`src/rtl/delay_line_pipe_pkg.sv`:
```
// Shared definitions for the delay-line pipeline blocks.
// Contents: default geometry constants and the tap-select clamp helper,
// which other tap-select blocks can reuse.
package pipe_pkg;

  localparam int unsigned DEFAULT_WIDTH = 8;
  localparam int unsigned DEFAULT_DEPTH = 4;

  // Map a requested latency onto a legal tap: 0 -> 1, above depth -> depth.
  function automatic int unsigned clamp_delay(input int unsigned sel,
                                              input int unsigned depth);
    if (sel == 0) begin
      return 1;
    end else if (sel > depth) begin
      return depth;
    end else begin
      return sel;
    end
  endfunction

endpackage

```
`src/rtl/delay_line_pipe_stage.sv`:
```
// One {valid, data} register of the delay line.
// Ports:
//   clk, reset      - clock and asynchronous active-high reset
//   en, flush       - shift enable and synchronous clear (flush wins)
//   i_valid, i_data - word from the previous stage
//   o_valid, o_data - stored word
module delay_stage
  import pipe_pkg::*;
#(
  parameter int unsigned WIDTH = DEFAULT_WIDTH
) (
  input  logic             clk,
  input  logic             reset,
  input  logic             en,
  input  logic             flush,
  input  logic             i_valid,
  input  logic [WIDTH-1:0] i_data,
  output logic             o_valid,
  output logic [WIDTH-1:0] o_data
);

  logic             r_valid;
  logic [WIDTH-1:0] r_data;

  // Stage register: reset > flush > enable > hold.
  always_ff @(posedge clk or posedge reset) begin
    if (reset) begin
      r_valid <= 1'b0;
      r_data  <= '0;
    end else if (flush) begin
      r_valid <= 1'b0;
      r_data  <= '0;
    end else if (en) begin
      r_valid <= i_valid;
      r_data  <= i_data;
    end
  end

  assign o_valid = r_valid;
  assign o_data  = r_data;

endmodule

```
`src/rtl/delay_line_pipe.sv`:
```
// Multi-stage delay line for a data word plus valid bit, with stall,
// synchronous flush, runtime-selectable output tap and a busy flag.
// Ports:
//   clk, reset          - clock and asynchronous active-high reset
//   en                  - shift enable; 0 holds every stage
//   flush               - synchronous clear of every stage
//   delay               - selected latency (0 -> 1, >DEPTH -> DEPTH)
//   in_valid, in_data   - input word; invalid words enter as zero bubbles
//   out_valid, out_data - word at the selected tap (from registers only)
//   busy                - any stage 1..DEPTH holds a valid word
module delay_line_pipe
  import pipe_pkg::*;
#(
  parameter  int unsigned WIDTH = DEFAULT_WIDTH,
  parameter  int unsigned DEPTH = DEFAULT_DEPTH,
  localparam int unsigned DW    = $clog2(DEPTH + 1)
) (
  input  logic             clk,
  input  logic             reset,
  input  logic             en,
  input  logic             flush,
  input  logic [DW-1:0]    delay,
  input  logic             in_valid,
  input  logic [WIDTH-1:0] in_data,
  output logic             out_valid,
  output logic [WIDTH-1:0] out_data,
  output logic             busy
);

  // Index 0 is the (gated) input, index k is the output of stage k.
  logic [DEPTH:0]   w_valid;
  logic [WIDTH-1:0] w_data     [DEPTH+1];
  logic [DEPTH:0]   w_hit;
  logic [DEPTH:0]   w_tap_valid;
  logic [WIDTH-1:0] w_tap_data [DEPTH+1];
  int unsigned      w_eff;

  // Zero the data of bubbles so stale data never travels down the line.
  assign w_valid[0]     = in_valid;
  assign w_data[0]      = in_valid ? in_data : '0;
  assign w_hit[0]       = 1'b0;
  assign w_tap_valid[0] = 1'b0;
  assign w_tap_data[0]  = '0;

  assign w_eff = clamp_delay(32'(delay), DEPTH);

  for (genvar k = 1; k <= DEPTH; k++) begin : g_stage
    delay_stage #(
      .WIDTH (WIDTH)
    ) u_stage (
      .clk     (clk),
      .reset   (reset),
      .en      (en),
      .flush   (flush),
      .i_valid (w_valid[k-1]),
      .i_data  (w_data[k-1]),
      .o_valid (w_valid[k]),
      .o_data  (w_data[k])
    );

    // One-hot AND-OR tap mux, accumulated along the chain.
    assign w_hit[k]       = (w_eff == 32'(k));
    assign w_tap_valid[k] = w_tap_valid[k-1] | (w_hit[k] & w_valid[k]);
    assign w_tap_data[k]  = w_tap_data[k-1] | (w_hit[k] ? w_data[k] : '0);
  end

  assign out_valid = w_tap_valid[DEPTH];
  assign out_data  = w_tap_data[DEPTH];
  assign busy      = |w_valid[DEPTH:1];

endmodule

```
`config.mk`:
```
export PLATFORM = sky130hd
export DESIGN_NAME = delay_line_pipe
export DESIGN_NICKNAME = d
export VERILOG_FILES = /design/src/rtl/delay_line_pipe_pkg.sv /design/src/rtl/delay_line_pipe_stage.sv /design/src/rtl/delay_line_pipe.sv
export SDC_FILE = /design/constraint.sdc
export NUM_CORES = 1
export LEC_CHECK = 0
export ABC_AREA = 1
export BUFFER_PORTS_ARGS = -buffer_cell sky130_fd_sc_hd__buf_2
export CAP_MARGIN = 5
export CORE_ASPECT_RATIO = 1.25
export CORE_UTILIZATION = 40
export DETAILED_ROUTE_END_ITERATION = 8
export SLEW_MARGIN = 20
export SYNTH_ARGS = -nofsm -noshare
export SYNTH_HDL_FRONTEND = slang
export SYNTH_SLANG_ARGS = --single-unit
export TNS_END_PERCENT = 20
```
`constraint.sdc`:
```
create_clock -name clk -period 1.1 [get_ports clk]
set_clock_uncertainty 0.1 [all_clocks]
set_input_delay 0.11 -clock clk [delete_from_list [all_inputs] [get_ports clk]]
set_output_delay 0.11 -clock clk [all_outputs]
set_load 0.02 [all_outputs]
```
==> results.py, run 1 <==
metrics = {
    "die": {
        "core_area_um2": 4100,
        "start_util_pct": 42.0,
        "die-area_um2": 4570,
        "die_y_um": 75.4,
        "num_rows": 26,
        "io_pins": 26,
        "die_width_um": 60.7,
    },
    "route": {
        "antenna_left": 0,
        "routed_via_density": 5.25,
        "drc": 0,
        "detail_route.wl_per_cell_um": 14.3,
        "routed_wl_mm": 4.17,
        "vias": 1532,
        "drt-pass1-iter-count": 6,
        "drt_first_iter_violations": 119,
    },
    "setup_path": {
        "crit_path_start_kind": "flip-flop",
        "path_cells": "nor2_1 > nand3_1 > buf_2",
        "crit_required_ns": 0.89,
        "cp_slowest_stage_delay_ns": 0.41,
        "critPathKind": "flip-flop to output port",
        "crit_path_end_kind": "output port",
        "cp.arrival_ns": 1.04,
        "crit_fanout": 3,
        "cpMaxStageDelayCell": "dfrtp_1",
    },
    "synthesis": {
        "synth_edf_count": 0,
        "seq_area_frac_synth_pct": 52.3,
        "synth_top_flop_cell": "dfrtp_1",
        "synth_cells": 187,
        "syn-num-nets": 203,
        "synth_area_per_cell_um2": 9.21,
        "yosysWarnings": 0,
        "netlist_area_um2": 1720,
        "async_flop_share_pct": 100,
        "synth_cell_type_count": 19,
        "ys_seq_elements": 36,
    },
    "job": {
        "cap_violations": 0,
    },
    "sta": {
        "setup_ws_ns": -0.146,
        "grt_setup_unrepaired": "yes",
        "hold_violations": 0,
        "slew_violations": 0,
        "finalCritPeriodShare_pct": 113,
        "fmax_mhz": 803,
        "tightest_slew_ns": 0.459,
        "min_period_ns": 1.25,
        "maxSlewHeadroom_pct": 69.4,
        "setup_violations": 10,
    },
    "final_layout": {
        "n_fill_cell": 412,
        "area_delta_synth_final_pct": 28.6,
        "nNetsFinal": 251,
        "final_cell_area_um2": 2210,
        "drive_gt1_share_pct": 26.7,
        "antennaDiodeCount": 0,
    },
    "placed_design": {
        "place_area_um2": 2010,
        "io_buffers": 25,
        "hpwl_mm": 2.76,
        "place_ws_ns": -0.0673,
        "routabilityCongestion": 0.826,
    },
    "power_and_ir_drop": {
        "powerDensity_nw_per_um2": 1220,
        "p_leak_nw": 1.03,
        "ir_drop_uv": 710,
    },
    "grt": {
        "grt_pass1_vias": 1452,
        "antenna_found_initial": 0,
        "gr-usage-all-layers_pct": 20.8,
        "grt_overflow": 0,
        "grt_max_degree": 37,
        "grt_pass1_wl_mm": 6.74,
    },
    "hold_path": {
        "hp-class": "primary input to flip-flop",
    },
    "clock_network": {
        "cts_buffers": 5,
        "cts.path.max_buffers": 2,
        "clock_latency_ns": 0.29,
        "ctsHtreeMaxLevel": 2,
        "clock-root-buffer": "clkbuf_8",
        "cts_tree": "done",
        "clkSinkCount": 36,
        "clk_pin_slew_worst_paths_ns": 0.07,
    },
    "run_status": {
        "status": "finished with violations",
        "violations": "setup timing",
    },
}
worst paths after layout:
check | from | to | slack (ns) | depth (start not counted)
setup / recovery | g_stage[3].u_stage.o_valid | busy | -0.15 | 3
hold / removal | en | g_stage[4].u_stage.o_data[0] | 0.03 | 2
setup reg to reg | g_stage[3].u_stage.o_valid | g_stage[3].u_stage.o_valid | 0.19 | 3
hold reg to reg | g_stage[4].u_stage.o_data[2] | g_stage[4].u_stage.o_data[2] | 0.39 | 2
max in group asynchronous | reset | g_stage[1].u_stage.o_data[0] | 0.40 | 4
min in group asynchronous | reset | g_stage[2].u_stage.o_data[1] | 0.31 | 4
cell usage after synthesis, types with 2 or more instances:
| cell | n | area share, % |
|---|---|---|
| inv_1 | 34 | 7.4 |
| buf_2 | 4 | 1.2 |
| dfrtp_1 | 36 | 52 |
| inv_2 | 4 | 0.87 |
| buf_6 | 2 | 1.3 |
| nand3_1 | 4 | 1.2 |
| nand4_1 | 36 | 13 |
| o22ai_1 | 17 | 6.2 |
| a21oi_1 | 3 | 0.87 |
| o21ai_0 | 14 | 4.1 |
| o22ai_2 | 5 | 3.6 |
| nand2_1 | 18 | 3.9 |
| buf_4 | 4 | 1.7 |
state kept, by name, indices dropped and copies added, names as in the netlist:
register                 flops
g_stage.u_stage.o_data      32
g_stage.u_stage.o_valid      4
report_power, final:
part	switching, W	internal (W)	leakage [nW]
Combinational	0.000213	0.000147	0.479
Sequential	0.0000175	0.00135	0.496
Clock	0.000462	0.000499	0.0510
critical path: cells and delay by family, from the launching register on:
family	cells	cell delay (ns)
DFF	1	0.41
and+or+nand+nor	2	0.18
buffers and inverters	1	0.16
per-layer routing:
layer	global-route usage [%]	wire, um	up-vias
met1	25.8	1830	741
met4	7.83	63	0
met3	4.92	145	7
met5	0	0	-
met2	35.0	2130	32
li1	-	-	752
final cells by class:
cell class / instances / area [um^2] / share of cell area, %
multi-input combinational: 101 / 598 / 27.0
tap: 56 / 70.1 / 3.17
inverter: 39 / 146 / 6.61
timing repair buffer: 52 / 405 / 18.3
sequential: 36 / 901 / 40.7
clock buffer: 6 / 82.6 / 3.73
clock inverter: 2 / 10.0 / 0.452
cell families after synthesis:
group	Yosys count	share of synthesized area, %
simple gates	62	20.0
buf+inv	50	12.9
compound gates	39	14.8
flops	36	52.3
cell usage in the layout (no fill, tap or decap):
cell type / synthesis / routed
buf_4: 4 / 16
nand3_1: 4 / 4
nand3_2: 1 / 1
nor2_4: 1 / 1
clkinv_2: 0 / 2
inv_1: 34 / 34
dfrtp_1: 36 / 36
clkinv_1: 1 / 1
nor2_1: 1 / 1
nand4_1: 36 / 36
clkbuf_8: 0 / 6
nand2_1: 18 / 18
o22ai_2: 5 / 5
o21ai_0: 14 / 14
buf_2: 4 / 23
inv_2: 4 / 4
dlygate4sd3_1: 0 / 9
buf_12: 0 / 4
a21oi_1: 3 / 3
o22ai_1: 17 / 17
nand2_2: 1 / 1
metrics by stage:
stage / std cells / hold slack (ns) / power [W] / util (%) / setup TNS, ns
finish: 292 / 0.0259 / 0.00269 / 54.0 / -1.32
global route: 292 / 0.0385 / 0.00281 / 54.0 / -1.89
CTS: 290 / 0.0202 / 0.00271 / 53.6 / -1.47
detailed placement: 273 / 0.0741 / 0.00173 / 49.1 / -0.165
global placement: 273 / 0.0709 / 0.00173 / 49.1 / -0.115
floorplan: 187 / 0.150 / 0.00158 / - / 0
timing repair:
action | CTS | global route
pin swaps | 4 | 0
endpoints found under the hold margin | 44 | 0
setup endpoints to repair | 10 | 10
gates resized for setup | 2 | 0
hold buffers | 9 | 0
buffers inserted | 0 | 2
Power figures use the tool's default switching activity.
==> run 2: changes to the inputs <==
--- a/config.mk
+++ b/config.mk
@@ -11,6 +11,7 @@
 export CORE_ASPECT_RATIO = 1.25
 export CORE_UTILIZATION = 40
 export DETAILED_ROUTE_END_ITERATION = 8
+export MAX_ROUTING_LAYER = met4
 export SLEW_MARGIN = 20
 export SYNTH_ARGS = -nofsm -noshare
 export SYNTH_HDL_FRONTEND = slang
==> constraint.sdc (replaced) <==
create_clock -name clk -period 1.09 [get_ports clk]
set_clock_uncertainty 0.1 [all_clocks]
set_input_delay 0.109 -clock clk [delete_from_list [all_inputs] [get_ports clk]]
set_output_delay 0.109 -clock clk [all_outputs]
set_load 0.02 [all_outputs]
==> run 2 against run 1 <==
  * The run still ends with setup timing left
  * Sequential power about the same
  * Routed wire length rose by 1.2%
  * Hold slack better by 0.0012 ns
  * Final cell count up 0.34%
  * Sequential share of layout area down 0.16 points
==> results.py, run 2 (synthesis gave the netlist of run 1 again) <==
metrics = {
    "sta": {
        "setup_violations": 10,
        "hold_violations": 0,
        "finalCritPeriodShare_pct": 115,
        "hold_ws_ns": 0.0272,
        "grt_setup_unrepaired": "yes",
        "setup_tns_ns": -1.41,
        "slew_violations": 0,
        "maxSlewHeadroom_pct": 68.4,
        "min_period_ns": 1.25,
        "tightest_slew_ns": 0.473,
        "setup_ws_ns": -0.163,
        "fmax_mhz": 798,
    },
    "placed_design": {
        "hpwl_mm": 2.80,
        "routabilityCongestion": 0.838,
        "io_buffers": 25,
        "place_ws_ns": -0.0763,
    },
    "setup_path": {
        "rrSetupSlack_ns": 0.20,
        "crit_path_start_kind": "flip-flop",
        "r2r-start": "g_stage[1].u_stage.o_data[5]",
        "crit_path_end_kind": "output port",
        "critPathKind": "flip-flop to output port",
        "cp.arrival_ns": 1.04,
        "crit_fanout": 2,
        "crit_required_ns": 0.88,
        "cp-startpoint": "g_stage[1].u_stage.o_data[5]",
    },
    "die": {
        "num_rows": 26,
        "core_area_um2": 4100,
        "io_pins": 26,
        "die_y_um": 75.4,
        "die_width_um": 60.7,
        "die-area_um2": 4570,
        "start_util_pct": 42.0,
    },
    "clock_network": {
        "clock_latency_ns": 0.28,
        "cts_tree": "done",
        "cts_buffers": 5,
        "cts.path.max_buffers": 2,
        "ctsHtreeMaxLevel": 2,
        "clk_pin_slew_worst_paths_ns": 0.07,
        "clkSinkCount": 36,
        "clock-root-buffer": "clkbuf_8",
    },
    "final_layout": {
        "drive_gt1_share_pct": 27.0,
        "area_delta_synth_final_pct": 29.1,
        "post-route-util_pct": 54.2,
        "final_cell_mix": "nand4_1 (36), dfrtp_1 (36), inv_1 (34)",
        "largest_reg_flops": 32,
        "nNetsFinal": 252,
        "antennaDiodeCount": 0,
    },
    "hold_path": {
        "hp-class": "primary input to flip-flop",
        "hold_start": "en",
    },
    "route": {
        "routed_wl_mm": 4.22,
        "detail_route.wl_per_cell_um": 14.4,
        "vias": 1554,
        "routed_via_density": 5.30,
        "drc": 0,
        "antenna_left": 0,
        "drt_first_iter_violations": 102,
        "drt-pass1-iter-count": 4,
    },
    "run_status": {
        "status": "finished with violations",
        "violations": "setup timing",
    },
    "grt": {
        "gr-usage-all-layers_pct": 21.6,
        "grt_pass1_wl_mm": 6.84,
        "grt_pass1_vias": 1511,
        "grt_overflow": 0,
        "antenna_found_initial": 0,
        "grt_max_degree": 37,
    },
    "power_and_ir_drop": {
        "powerDensity_nw_per_um2": 1220,
        "p_leak_nw": 1.03,
        "ir_drop_uv": 741,
        "p_total_w": 0.00271,
    },
    "job": {
        "cap_violations": 0,
    },
}
[run 2: changes by cell type in the layout (fill, tap and decap cells not counted)]
| cell | before | now |
|---|---|---|
| buf_2 | 23 | 24 |
| buf_4 | 16 | 15 |
| buf_6 | 0 | 1 |
[run 2: final cells by class]
type | count | area [um^2]
fillers | 412 | 1880
flip-flops and latches | 36 | 901
multi-input cells | 101 | 598
repair buffers | 53 | 414
inverters | 39 | 146
clock buffers | 6 | 82.6
well taps | 56 | 70.1
clock inverters | 2 | 10.0
[run 2: routing by layer]
metal / GRT usage [%] / vias to the layer above / share of wire (%)
li1: - / 750 / -
met4: 8.33 / 0 / 1.9
met1: 26.4 / 759 / 43
met3: 4.07 / 11 / 3.1
met2: 35.3 / 34 / 52
met5: - / - / 0
[run 2: worst max-delay path, stage by stage (launching register included)]
cell,delay (ns)
dfrtp_1,0.38
nand4_1,0.09
nand4_1,0.13
buf_6,0.16
[run 2: repair_timing]
item	in CTS	in global routing
hold buffers	9	0
setup endpoints to repair	10	10
hold endpoints to repair	44	0
pin swaps	0	3
setup buffers	1	2
gates resized for setup	0	2
[run 2: where the power goes]
group	switching (W)	internal [W]
clock network	0.000462	0.000504
logic	0.000216	0.000150
registers	0.0000176	0.00137
total	0.000695	0.00202
[run 2: path summary, 6_finish.rpt]
check,endpoint,cells after the start
min in group asynchronous,g_stage[4].u_stage.o_data[1],4
hold reg to reg,g_stage[4].u_stage.o_data[3],2
hold / removal,g_stage[4].u_stage.o_data[0],2
setup reg to reg,g_stage[2].u_stage.o_data[5],3
max in group asynchronous,g_stage[4].u_stage.o_data[0],4
setup / recovery,out_data[5],3
[run 2: through the flow]
stage,instance area (um^2),std cells
floorplan,1720,187
global placement,2010,273
detailed placement,2010,273
CTS,2200,291
global route,2220,293
finish,2220,293
==> run 3: changes to the inputs <==
--- a/config.mk
+++ b/config.mk
@@ -11,7 +11,7 @@
 export CORE_ASPECT_RATIO = 1.25
 export CORE_UTILIZATION = 40
 export DETAILED_ROUTE_END_ITERATION = 8
-export MAX_ROUTING_LAYER = met4
+export PLACE_DENSITY_LB_ADDON = 0.12
 export SLEW_MARGIN = 20
 export SYNTH_ARGS = -nofsm -noshare
 export SYNTH_HDL_FRONTEND = slang
==> constraint.sdc (replaced) <==
create_clock -name clk -period 1.2 [get_ports clk]
set_clock_uncertainty 0.1 [all_clocks]
set_input_delay 0.12 -clock clk [delete_from_list [all_inputs] [get_ports clk]]
set_output_delay 0.12 -clock clk [all_outputs]
set_load 0.02 [all_outputs]
==> run 3 against run 2 <==
  * The flow still finishes with violations (setup timing)
  * Core utilization down 0.85 points
  * Worst setup slack better by 0.087 ns
  * Clock power fell by 5.5%
  * Cell area shrank 1.6%
  * Register-to-register slack better by 0.11 ns
  * Hold slack improved by 0.037 ns
  * Highest routed layer unchanged
  * Global-route usage is 1.1 points lower
  * Sequential power decreased by 9%
  * Non-clock buffer count down 3
  * Total power shrank 8.3%
==> results.py, run 3 (synthesis gave the netlist of run 1 again) <==
metrics = {
    "run_status": {
        "status": "finished with violations",
        "violations": "setup timing",
    },
    "sta": {
        "min_period_ns": 1.28,
        "setup_violations": 10,
        "setup_ws_ns": -0.0764,
        "slew_violations": 0,
        "hold_violations": 0,
        "grt_setup_unrepaired": "yes",
        "finalCritPeriodShare_pct": 106,
        "maxSlewHeadroom_pct": 83.8,
        "fmax_mhz": 783,
        "tightest_slew_ns": 0.241,
    },
    "grt": {
        "grt_pass1_wl_mm": 6.72,
        "antenna_found_initial": 0,
        "gr-usage-all-layers_pct": 20.5,
        "grt_max_degree": 37,
        "grt_overflow": 0,
        "grt_pass1_vias": 1476,
    },
    "setup_path": {
        "ff2ff_path_depth": 3,
        "cp.arrival_ns": 1.06,
        "crit_required_ns": 0.98,
        "crit_path_start_kind": "flip-flop",
        "critPathKind": "flip-flop to output port",
        "crit_fanout": 3,
        "crit_path_end_kind": "output port",
    },
    "power_and_ir_drop": {
        "powerDensity_nw_per_um2": 1140,
        "ir_drop_uv": 598,
        "p_leak_nw": 1.01,
    },
    "route": {
        "drc": 0,
        "antenna_left": 0,
        "vias": 1521,
        "drt-pass1-iter-count": 4,
        "detail_route.wl_per_cell_um": 14.6,
        "drt_first_iter_violations": 85,
        "routed_via_density": 5.26,
        "routed_wl_mm": 4.22,
    },
    "hold_path": {
        "hold_depth": 2,
        "hp-class": "primary input to flip-flop",
    },
    "placed_design": {
        "io_buffers": 25,
        "hpwl_mm": 2.91,
        "place_area_um2": 1990,
        "routabilityCongestion": 0.822,
        "dpl.cell_count": 272,
        "place_ws_ns": 0.0748,
    },
    "job": {
        "cap_violations": 0,
    },
    "die": {
        "start_util_pct": 42.0,
        "die-area_um2": 4570,
        "die_width_um": 60.7,
        "core_area_um2": 4100,
        "io_pins": 26,
        "num_rows": 26,
        "die_y_um": 75.4,
    },
    "final_layout": {
        "final_cell_mix": "nand4_1 (36), dfrtp_1 (36), inv_1 (34)",
        "final_cell_area_um2": 2190,
        "drive_gt1_share_pct": 25.8,
        "antennaDiodeCount": 0,
        "post-route-util_pct": 53.4,
        "area_delta_synth_final_pct": 27.0,
        "largest_reg_flops": 32,
        "nNetsFinal": 249,
        "layoutNonFillerInstCount": 289,
    },
    "clock_network": {
        "clock_latency_ns": 0.28,
        "cts.path.max_buffers": 2,
        "cts_buffers": 5,
        "clock-root-buffer": "clkbuf_8",
        "clk_pin_slew_worst_paths_ns": 0.07,
        "ctsHtreeMaxLevel": 2,
        "clkSinkCount": 36,
        "cts_tree": "done",
    },
}
[run 3: worst paths after layout]
check	from	end	slack, ns
min in group asynchronous	reset	g_stage[2].u_stage.o_data[0]	0.32
worst max-delay path	g_stage[1].u_stage.o_valid	out_valid	-0.08
worst max register to register	g_stage[1].u_stage.o_data[7]	g_stage[2].u_stage.o_data[7]	0.31
worst min-delay path	en	g_stage[4].u_stage.o_data[1]	0.06
max in group asynchronous	reset	g_stage[4].u_stage.o_data[2]	0.48
worst min register to register	g_stage[4].u_stage.o_data[3]	g_stage[4].u_stage.o_data[3]	0.38
[run 3: per-stage QoR]
step	hold slack (ns)	TNS [ns]	total power [W]
floorplan	0.160	0	0.00145
global placement	0.0756	0	0.00157
detailed placement	0.0864	0	0.00157
CTS	0.0555	-0.658	0.00252
global route	0.0846	-1.13	0.00260
finish	0.0637	-0.549	0.00249
[run 3: area by class of cell]
cell class / count / area, um^2
inverter: 39 / 146
multi-input combinational: 101 / 598
sequential: 36 / 901
timing repair buffer: 50 / 375
fill: 427 / 1910
clock buffer: 7 / 96.3
tap: 56 / 70.1
[run 3: per-layer routing]
| layer | wire length (um) | track usage [%] |
|---|---|---|
| met1 | 1870 | 23.5 |
| met2 | 2210 | 36.9 |
| met3 | 131 | 5.09 |
| met4 | 18 | 6.82 |
| met5 | 0 | 0 |
[run 3: critical path: stages, from the launching register on]
cell and delay, ns:
dfrtp_1 0.40, nand4_1 0.09, nand4_1 0.11, buf_4 0.17
[run 3: timing repair]
action | CTS | global route
gates resized for setup | 1 | 0
pin swaps | 2 | 1
hold buffers | 9 | 0
buffers inserted | 1 | 0
endpoints found under the hold margin | 44 | 0
setup endpoints to repair | 10 | 10
[run 3: report_power, final]
group	switching [W]	internal [W]	leakage, nW	total (W)
Sequential	0.0000173	0.00124	0.496	0.00126
Combinational	0.000190	0.000128	0.463	0.000318
Clock	0.000402	0.000511	0.0503	0.000913
Total	0.000609	0.00188	1.01	0.00249
